[src/rtl/sia_frame_parser_if.sv]
// Byte-stream, work and nonce signals between siaminer host side and the framer.
// master = host/bench side, slave = sia_frame_parser.
interface sia_frame_parser_if #(
   parameter int WORK_BYTES = 80,
   parameter int TGT_BYTES  = 4
);
   logic [7:0]              rx_data;
   logic                    new_rx_data;
   logic [7:0]              tx_data;
   logic                    tx_valid;
   logic                    tx_ready;
   logic [WORK_BYTES*8-1:0] work;
   logic [TGT_BYTES*8-1:0]  target;
   logic                    work_valid;
   logic                    nonce_found;
   logic [31:0]             nonce;
   logic                    rx_last_byte;
   logic                    tx_last_byte;
   logic                    frame_err;

   modport slave (
      input  rx_data, new_rx_data, tx_ready, nonce_found, nonce,
      output tx_data, tx_valid, work, target, work_valid,
             rx_last_byte, tx_last_byte, frame_err
   );

   modport master (
      output rx_data, new_rx_data, tx_ready, nonce_found, nonce,
      input  tx_data, tx_valid, work, target, work_valid,
             rx_last_byte, tx_last_byte, frame_err
   );
endinterface

[src/rtl/sia_frame_parser.sv]
// Host frame decoder (AA cmd len payload) and device frame encoder (55 cmd len payload).
// Optional RX inter-byte timeout enabled by defining RX_TIMEOUT_EN.
module sia_frame_parser #(
   parameter int WORK_BYTES     = 80,
   parameter int TGT_BYTES      = 4,
   parameter int TIMEOUT_CYCLES = 1000000
) (
   input logic               clk,
   input logic               rst_n,
   sia_frame_parser_if.slave bus
);

   localparam int PB = WORK_BYTES + TGT_BYTES;
   localparam int SW = PB * 8;
   localparam int WW = WORK_BYTES * 8;
   localparam int TW = TGT_BYTES * 8;
   localparam logic [7:0] WORK_LEN = 8'(PB);
   localparam logic [7:0] CMD_WORK = 8'h00;
   localparam logic [7:0] CMD_LOOP = 8'h01;

   typedef enum logic [1:0] {
      R_IDLE, R_CMD, R_LEN, R_DATA
   } rx_state_e;

   typedef enum logic [2:0] {
      T_IDLE, T_HDR, T_CMD, T_LEN, T_DATA
   } tx_state_e;

   rx_state_e     rx_state_q, rx_state_d;
   logic [7:0]    cmd_q, cmd_d;
   logic [7:0]    len_q, len_d;
   logic [7:0]    cnt_q, cnt_d;
   logic [SW-1:0] stage_q, stage_d;
   logic [SW-1:0] shifted;
   logic [WW-1:0] work_q, work_d;
   logic [TW-1:0] target_q, target_d;
   logic          work_valid_q, work_valid_d;
   logic          frame_err_q, frame_err_d;
   logic [7:0]    loop_byte_q, loop_byte_d;
   logic          loop_set;
   logic          rx_last;
   logic          rx_tmo;

   tx_state_e     tx_state_q, tx_state_d;
   logic          tx_valid_q, tx_valid_d;
   logic [7:0]    tx_data_q, tx_data_d;
   logic [31:0]   pay_q, pay_d;
   logic [7:0]    tx_len_q, tx_len_d;
   logic          kind_q, kind_d;
   logic [7:0]    tcnt_q, tcnt_d;
   logic          nonce_pend_q, nonce_pend_d;
   logic [31:0]   nonce_val_q, nonce_val_d;
   logic          loop_pend_q, loop_pend_d;
   logic          accept;

   // New byte enters at the top so payload byte k ends up at bits [8k+7:8k].
   assign shifted = {bus.rx_data, stage_q[SW-1:8]};
   assign accept  = tx_valid_q & bus.tx_ready;

`ifdef RX_TIMEOUT_EN
   localparam int GW = $clog2(TIMEOUT_CYCLES + 1);
   logic [GW-1:0] gap_q, gap_d;

   // Gap counter: counts idle cycles inside a frame, cleared by every byte.
   always_comb begin
      gap_d = gap_q + 1'b1;
      if (bus.new_rx_data || rx_state_q == R_IDLE) gap_d = '0;
   end

   // Gap counter register.
   always_ff @(posedge clk or negedge rst_n) begin
      if (!rst_n) gap_q <= '0;
      else        gap_q <= gap_d;
   end

   assign rx_tmo = (rx_state_q != R_IDLE) && !bus.new_rx_data &&
                   (gap_q == GW'(TIMEOUT_CYCLES - 1));
`else
   logic unused_tmo;
   assign unused_tmo = (TIMEOUT_CYCLES == 0);
   assign rx_tmo     = 1'b0;
`endif

   // RX next-state: frame decode, staging, commit of work/target and loop byte.
   always_comb begin
      rx_state_d   = rx_state_q;
      cmd_d        = cmd_q;
      len_d        = len_q;
      cnt_d        = cnt_q;
      stage_d      = stage_q;
      work_d       = work_q;
      target_d     = target_q;
      work_valid_d = 1'b0;
      frame_err_d  = 1'b0;
      loop_byte_d  = loop_byte_q;
      loop_set     = 1'b0;
      rx_last      = 1'b0;
      if (bus.new_rx_data) begin
         unique case (rx_state_q)
            R_IDLE: begin
               if (bus.rx_data == 8'hAA) rx_state_d = R_CMD;
            end
            R_CMD: begin
               cmd_d      = bus.rx_data;
               rx_state_d = R_LEN;
            end
            R_LEN: begin
               len_d = bus.rx_data;
               cnt_d = '0;
               if (bus.rx_data == 8'h00) begin
                  rx_last     = 1'b1;
                  rx_state_d  = R_IDLE;
                  frame_err_d = (cmd_q != CMD_LOOP);
               end else begin
                  rx_state_d = R_DATA;
               end
            end
            R_DATA: begin
               stage_d = shifted;
               cnt_d   = cnt_q + 8'd1;
               if (cnt_q == len_q - 8'd1) begin
                  rx_last    = 1'b1;
                  rx_state_d = R_IDLE;
                  if (cmd_q == CMD_WORK && len_q == WORK_LEN) begin
                     work_d       = shifted[WW-1:0];
                     target_d     = shifted[SW-1:WW];
                     work_valid_d = 1'b1;
                  end else if (cmd_q == CMD_LOOP) begin
                     loop_byte_d = bus.rx_data;
                     loop_set    = 1'b1;
                  end else begin
                     frame_err_d = 1'b1;
                  end
               end
            end
         endcase
      end
      if (rx_tmo) begin
         rx_state_d  = R_IDLE;
         stage_d     = '0;
         frame_err_d = 1'b1;
      end
   end

   // RX state and data registers.
   always_ff @(posedge clk or negedge rst_n) begin
      if (!rst_n) begin
         rx_state_q   <= R_IDLE;
         cmd_q        <= '0;
         len_q        <= '0;
         cnt_q        <= '0;
         stage_q      <= '0;
         work_q       <= '0;
         target_q     <= '0;
         work_valid_q <= 1'b0;
         frame_err_q  <= 1'b0;
         loop_byte_q  <= '0;
      end else begin
         rx_state_q   <= rx_state_d;
         cmd_q        <= cmd_d;
         len_q        <= len_d;
         cnt_q        <= cnt_d;
         stage_q      <= stage_d;
         work_q       <= work_d;
         target_q     <= target_d;
         work_valid_q <= work_valid_d;
         frame_err_q  <= frame_err_d;
         loop_byte_q  <= loop_byte_d;
      end
   end

   // TX next-state: arbitration, payload snapshot and byte sequencing.
   always_comb begin
      tx_state_d   = tx_state_q;
      tx_valid_d   = tx_valid_q;
      tx_data_d    = tx_data_q;
      pay_d        = pay_q;
      tx_len_d     = tx_len_q;
      kind_d       = kind_q;
      tcnt_d       = tcnt_q;
      nonce_pend_d = nonce_pend_q;
      nonce_val_d  = nonce_val_q;
      loop_pend_d  = loop_pend_q;
      case (tx_state_q)
         T_IDLE: begin
            if (nonce_pend_q || loop_pend_q) begin
               tx_state_d = T_HDR;
               tx_valid_d = 1'b1;
               tx_data_d  = 8'h55;
               if (nonce_pend_q) begin
                  kind_d       = 1'b0;
                  pay_d        = nonce_val_q;
                  tx_len_d     = 8'd4;
                  nonce_pend_d = 1'b0;
               end else begin
                  kind_d      = 1'b1;
                  pay_d       = {24'h0, loop_byte_q};
                  tx_len_d    = 8'd1;
                  loop_pend_d = 1'b0;
               end
            end
         end
         T_HDR: begin
            if (accept) begin
               tx_state_d = T_CMD;
               tx_data_d  = {7'h0, kind_q};
            end
         end
         T_CMD: begin
            if (accept) begin
               tx_state_d = T_LEN;
               tx_data_d  = tx_len_q;
            end
         end
         T_LEN: begin
            if (accept) begin
               tx_state_d = T_DATA;
               tx_data_d  = pay_q[7:0];
               pay_d      = pay_q >> 8;
               tcnt_d     = '0;
            end
         end
         T_DATA: begin
            if (accept) begin
               if (tcnt_q == tx_len_q - 8'd1) begin
                  tx_state_d = T_IDLE;
                  tx_valid_d = 1'b0;
               end else begin
                  tx_data_d = pay_q[7:0];
                  pay_d     = pay_q >> 8;
                  tcnt_d    = tcnt_q + 8'd1;
               end
            end
         end
         default: tx_state_d = T_IDLE;
      endcase
      // A fresh nonce or loop byte wins over the clear from a frame start.
      if (bus.nonce_found) begin
         nonce_pend_d = 1'b1;
         nonce_val_d  = bus.nonce;
      end
      if (loop_set) loop_pend_d = 1'b1;
   end

   // TX state, output and pending registers.
   always_ff @(posedge clk or negedge rst_n) begin
      if (!rst_n) begin
         tx_state_q   <= T_IDLE;
         tx_valid_q   <= 1'b0;
         tx_data_q    <= '0;
         pay_q        <= '0;
         tx_len_q     <= '0;
         kind_q       <= 1'b0;
         tcnt_q       <= '0;
         nonce_pend_q <= 1'b0;
         nonce_val_q  <= '0;
         loop_pend_q  <= 1'b0;
      end else begin
         tx_state_q   <= tx_state_d;
         tx_valid_q   <= tx_valid_d;
         tx_data_q    <= tx_data_d;
         pay_q        <= pay_d;
         tx_len_q     <= tx_len_d;
         kind_q       <= kind_d;
         tcnt_q       <= tcnt_d;
         nonce_pend_q <= nonce_pend_d;
         nonce_val_q  <= nonce_val_d;
         loop_pend_q  <= loop_pend_d;
      end
   end

   assign bus.work         = work_q;
   assign bus.target       = target_q;
   assign bus.work_valid   = work_valid_q;
   assign bus.frame_err    = frame_err_q;
   assign bus.rx_last_byte = rx_last;
   assign bus.tx_data      = tx_data_q;
   assign bus.tx_valid     = tx_valid_q;
   assign bus.tx_last_byte = tx_valid_q && (tx_state_q == T_DATA) &&
                             (tcnt_q == tx_len_q - 8'd1);

endmodule

[src/flat_wrapper.sv]
// flat-port wrapper written by rule: the top's interface ports become plain ports
module sia_frame_parser_flat 
#(
   parameter int WORK_BYTES     = 80,
   parameter int TGT_BYTES      = 4,
   parameter int TIMEOUT_CYCLES = 1000000
)
  (clk, rst_n, bus_rx_data, bus_new_rx_data, bus_tx_ready, bus_nonce_found, bus_nonce, bus_tx_data, bus_tx_valid, bus_work, bus_target, bus_work_valid, bus_rx_last_byte, bus_tx_last_byte, bus_frame_err);
  sia_frame_parser_if #(.WORK_BYTES(WORK_BYTES), .TGT_BYTES(TGT_BYTES)) bus_i ();
  input logic clk;
  input logic rst_n;
  input wire logic [$bits(bus_i.rx_data)-1:0] bus_rx_data;
  input wire logic [$bits(bus_i.new_rx_data)-1:0] bus_new_rx_data;
  input wire logic [$bits(bus_i.tx_ready)-1:0] bus_tx_ready;
  input wire logic [$bits(bus_i.nonce_found)-1:0] bus_nonce_found;
  input wire logic [$bits(bus_i.nonce)-1:0] bus_nonce;
  output wire logic [$bits(bus_i.tx_data)-1:0] bus_tx_data;
  output wire logic [$bits(bus_i.tx_valid)-1:0] bus_tx_valid;
  output wire logic [$bits(bus_i.work)-1:0] bus_work;
  output wire logic [$bits(bus_i.target)-1:0] bus_target;
  output wire logic [$bits(bus_i.work_valid)-1:0] bus_work_valid;
  output wire logic [$bits(bus_i.rx_last_byte)-1:0] bus_rx_last_byte;
  output wire logic [$bits(bus_i.tx_last_byte)-1:0] bus_tx_last_byte;
  output wire logic [$bits(bus_i.frame_err)-1:0] bus_frame_err;
  assign bus_i.rx_data = bus_rx_data;
  assign bus_i.new_rx_data = bus_new_rx_data;
  assign bus_i.tx_ready = bus_tx_ready;
  assign bus_i.nonce_found = bus_nonce_found;
  assign bus_i.nonce = bus_nonce;
  assign bus_tx_data = bus_i.tx_data;
  assign bus_tx_valid = bus_i.tx_valid;
  assign bus_work = bus_i.work;
  assign bus_target = bus_i.target;
  assign bus_work_valid = bus_i.work_valid;
  assign bus_rx_last_byte = bus_i.rx_last_byte;
  assign bus_tx_last_byte = bus_i.tx_last_byte;
  assign bus_frame_err = bus_i.frame_err;
  sia_frame_parser #(.WORK_BYTES(WORK_BYTES), .TGT_BYTES(TGT_BYTES), .TIMEOUT_CYCLES(TIMEOUT_CYCLES)) u_core (.clk(clk), .rst_n(rst_n), .bus(bus_i));
endmodule
[config.mk]
export PLATFORM = sky130hd
export DESIGN_NAME = sia_frame_parser_flat
export DESIGN_NICKNAME = d
export VERILOG_FILES = /design/src/rtl/sia_frame_parser_if.sv /design/src/rtl/sia_frame_parser.sv /design/src/flat_wrapper.sv
export SDC_FILE = /design/constraint.sdc
export NUM_CORES = 2
export LEC_CHECK = 0
export ABC_AREA = 1
export BUFFER_PORTS_ARGS = -buffer_cell sky130_fd_sc_hd__buf_2
export CAP_MARGIN = 20
export CELL_PAD_IN_SITES_DETAIL_PLACEMENT = 0
export CELL_PAD_IN_SITES_GLOBAL_PLACEMENT = 1
export CORE_MARGIN = 2
export CORE_UTILIZATION = 30
export CTS_BUF_LIST = sky130_fd_sc_hd__clkbuf_8
export DETAILED_ROUTE_END_ITERATION = 7
export PLACE_DENSITY_LB_ADDON = 0.3
export SLEW_MARGIN = 10
export SYNTH_ARGS = -nofsm -noshare
export SYNTH_HDL_FRONTEND = slang
export SYNTH_SLANG_ARGS = --single-unit
[constraint.sdc]
create_clock -name clk -period 3.1 [get_ports clk]
set_clock_uncertainty 0.15 [all_clocks]
set_input_delay 0.465 -clock clk [delete_from_list [all_inputs] [get_ports clk]]
set_output_delay 0.465 -clock clk [all_outputs]
set_load 0.05 [all_outputs]
==> results.ini <==
[timing]
rsz0062_at_grt = true
setup_violations = 1
period_needed_ps = 3300
tightest_slew_ps = 940.1
finalCritPeriodShare = 1.064
setup_slack_ps = -199.8
max_freq_mhz = 303.1
slew_viol_final = 0
finalHoldViolations = 0
relSlewSlack = 0.3733

[global_route]
grt_pass1_wl_um = 259000
gr-total-overflow = 0
grt_max_degree = 216
antenna_found_initial = 10
grt_pass1_vias = 42050
track_usage = 0.1695

[routing]
drtAntennaViolNets = 0
wire_per_inst_um = 17.85
first_pass_iters = 5
top_layer = met4
vias = 40790
wl_met3_um = 6331
viasPerCell = 4.349
wirelength_um = 167400
met2_length_um = 84550
drc = 0
met1_length_um = 70870
drt_iter0_drc = 2632

[critical_path]
endpoint_kind = output pin
cp_max_fo = 4
cp_cell_sequence = inv_2 > ha_4 > nand3_2 > inv_1 > nand3_1 > nand2_1 > nand3_2 > nor2_4 > nand2_2 > a21oi_2 > buf_6
slowest_stage = dfrtp_1
critPathKind = reg -> out
crit_path_start_kind = flip-flop
slowest_delay_ps = 400
crit_path_frequent_cell = nand3_2
path_delay_family = simple AND/OR/NAND/NOR gates
crit_required_ps = 2480
arrival_ps = 2680
crit_buf_inv = 3

[hold_path]
min_path_type = in -> async

[synthesis]
ys_types = 38
ys_seq_area_frac = 0.6330
ys.warnings.count = 0
syn_area_um2 = 57720
synth_edf_count = 0
synth_flop_cell = dfrtp_1
ys_seq_elements = 1460
syn_avg_cell_area_um2 = 10.08
syn_nets = 5777
async_flop_share = 1.000
postSynthCellCount = 5728

[run_status]
outcome = complete, but fails checks
violations = setup timing

[placement]
portBuffers = 729
dpl.hpwl_um = 116900
dp_slack_ps = 313.8
place_congestion = 0.8163
place_area_um2 = 63960

[die]
start_util = 0.3028
rows = 160
io_pins = 730
design.die.area_um2 = 195900
die_y_um = 442.6
coreArea_um2 = 190600
die_w_um = 442.6

[finish]
stdcell_area_um2 = 70900
post-route-util = 0.3720
drive_above_1_share = 0.2680
final_nets = 6746
syn2layout_area_growth_pct = 22.85

[power_and_ir_drop]
powerDensity_nw_per_um2 = 780.9
p_leak_nw = 35.43
vdd.ir_drop.worst_v = 0.0003440

[clocking]
clock_latency_ps = 1020
root_buffer = clkbuf_8
cts_tree = done
numCtsBuffers = 283
h-tree-depth = 5
clk_path_buf_depth = 4
cts.sinks = 1460
clk_pin_slew_ps = 70

[flow_run]
cap_violations = 0

## layout by cell type, fill, tap and decap left out, types with 52 or more instances in the layout
cell type,Yosys,final
nand2_1,1522,1521
dfrtp_1,1460,1460
inv_1,757,830
o21ai_0,769,769
buf_2,81,726
o21ai_2,503,503
clkbuf_8,0,346
o21ai_1,158,158
dlygate4sd3_1,0,131
buf_4,12,88
buf_12,5,56
nand2_2,51,52
## metal layers
| metal | global-route usage | vias up |
|---|---|---|
| li1 | - | 20010 |
| met2 | 0.2908 | 748 |
| met3 | 0.03250 | 312 |
| met1 | 0.2110 | 19720 |
| met4 | 0.06355 | 0 |
| met5 | 0 | - |
## cell type report
cell class              instances  area [um2]
clock inverters               105       610.6
fillers                     19400      119700
multi-input cells            3181       16200
flip-flops and latches       1460       36540
well taps                    2511        3142
clock buffers                 346        4762
repair buffers               1004        6760
diodes                          4       10.01
inverters                     767        2879
## cells in the mapped netlist (all sizes together) (3+ instances only)
master | count | area [um2]
a31oi | 3 | 18.77
nand3 | 42 | 225.2
clkbuf | 117 | 439.2
xor2 | 10 | 87.58
o211ai | 5 | 37.54
buf | 203 | 1770
a21oi | 14 | 70.07
o22ai | 17 | 106.4
nor2 | 55 | 239.0
nand4 | 6 | 37.54
ha | 4 | 50.05
nor3 | 9 | 45.04
dfrtp | 1460 | 36540
o21ai | 1430 | 9045
inv | 765 | 2872
nand2 | 1574 | 6043
## worst register-to-register path: cells and delay by family, from the launching register on
family                   cells  cell delay, ps
AO/OA/AOI/OAI                1              70
adder cells (fa/ha/maj)      1             160
AND/OR/NAND/NOR              8             940
buffers and inverters        6            1100
flip-flops                   1             400
## power breakdown
group	total [mW]	internal [mW]	switching, mW
Clock	18.7	10.5	8.16
Combinational	10.3	3.13	7.14
Sequential	26.4	23.7	2.71
Total	55.4	37.4	18.0
## per-stage QoR
step | power (mW) | hold WS, ps | setup TNS (ps) | instances
final | 55.37 | 81.45 | -199.8 | 9378
after global routing | 59.32 | 24.45 | -421.6 | 9378
after CTS | 56.15 | 2.079 | -319.4 | 9367
after detailed placement | 36.67 | 312.0 | 0 | 8776
after global placement | 36.53 | 308.4 | 0 | 8776
after floorplan | 33.08 | 19.41 | 0 | 5728
## kinds of logic after synthesis
| family | count (synthesis) | share of synthesized area |
|---|---|---|
| compound gates | 1472 | 0.1612 |
| fa+ha+maj | 4 | 0.0008672 |
| buf+inv | 1087 | 0.08817 |
| xor+xnor | 12 | 0.001821 |
| flops | 1460 | 0.6330 |
| simple gates | 1693 | 0.1150 |
## registers in the layout (all words and copies together), names as in the netlist, 2 cells and up
name,cells
u_core.nonce_val_q,32
u_core.len_q,8
u_core.bus.target,32
u_core.bus.tx_data,8
u_core.pay_q,32
u_core.tcnt_q,8
u_core.rx_state_q,2
u_core.loop_byte_q,8
u_core.stage_q,664
u_core.cmd_q,8
u_core.bus.work,640
u_core.tx_len_q,2
u_core.cnt_q,8
u_core.tx_state_q,3
## timing repair
item                                    4_1_cts  5_1_grt
hold buffers                                131        0
endpoints found under the setup margin        2        2
gates resized for setup                      18       11
buffers inserted                              9        6
endpoints found under the hold margin      1389        0
pin swaps                                    11       13
## worst paths after layout
path,start,end,slack [ps],depth (start not counted)
min in group clk,bus_rx_data[7],u_core.stage_q[671],270,4
hold reg to reg,u_core.stage_q[550],u_core.stage_q[542],280,2
hold / removal,rst_n,u_core.stage_q[212],80,2
max in group asynchronous,rst_n,u_core.bus.work[516],1770,3
setup reg to reg,u_core.len_q[0],u_core.bus.work[81],220,16
setup / recovery,u_core.len_q[0],bus_rx_last_byte,-200,11
Note: power is estimated with default switching activity, not from simulation.
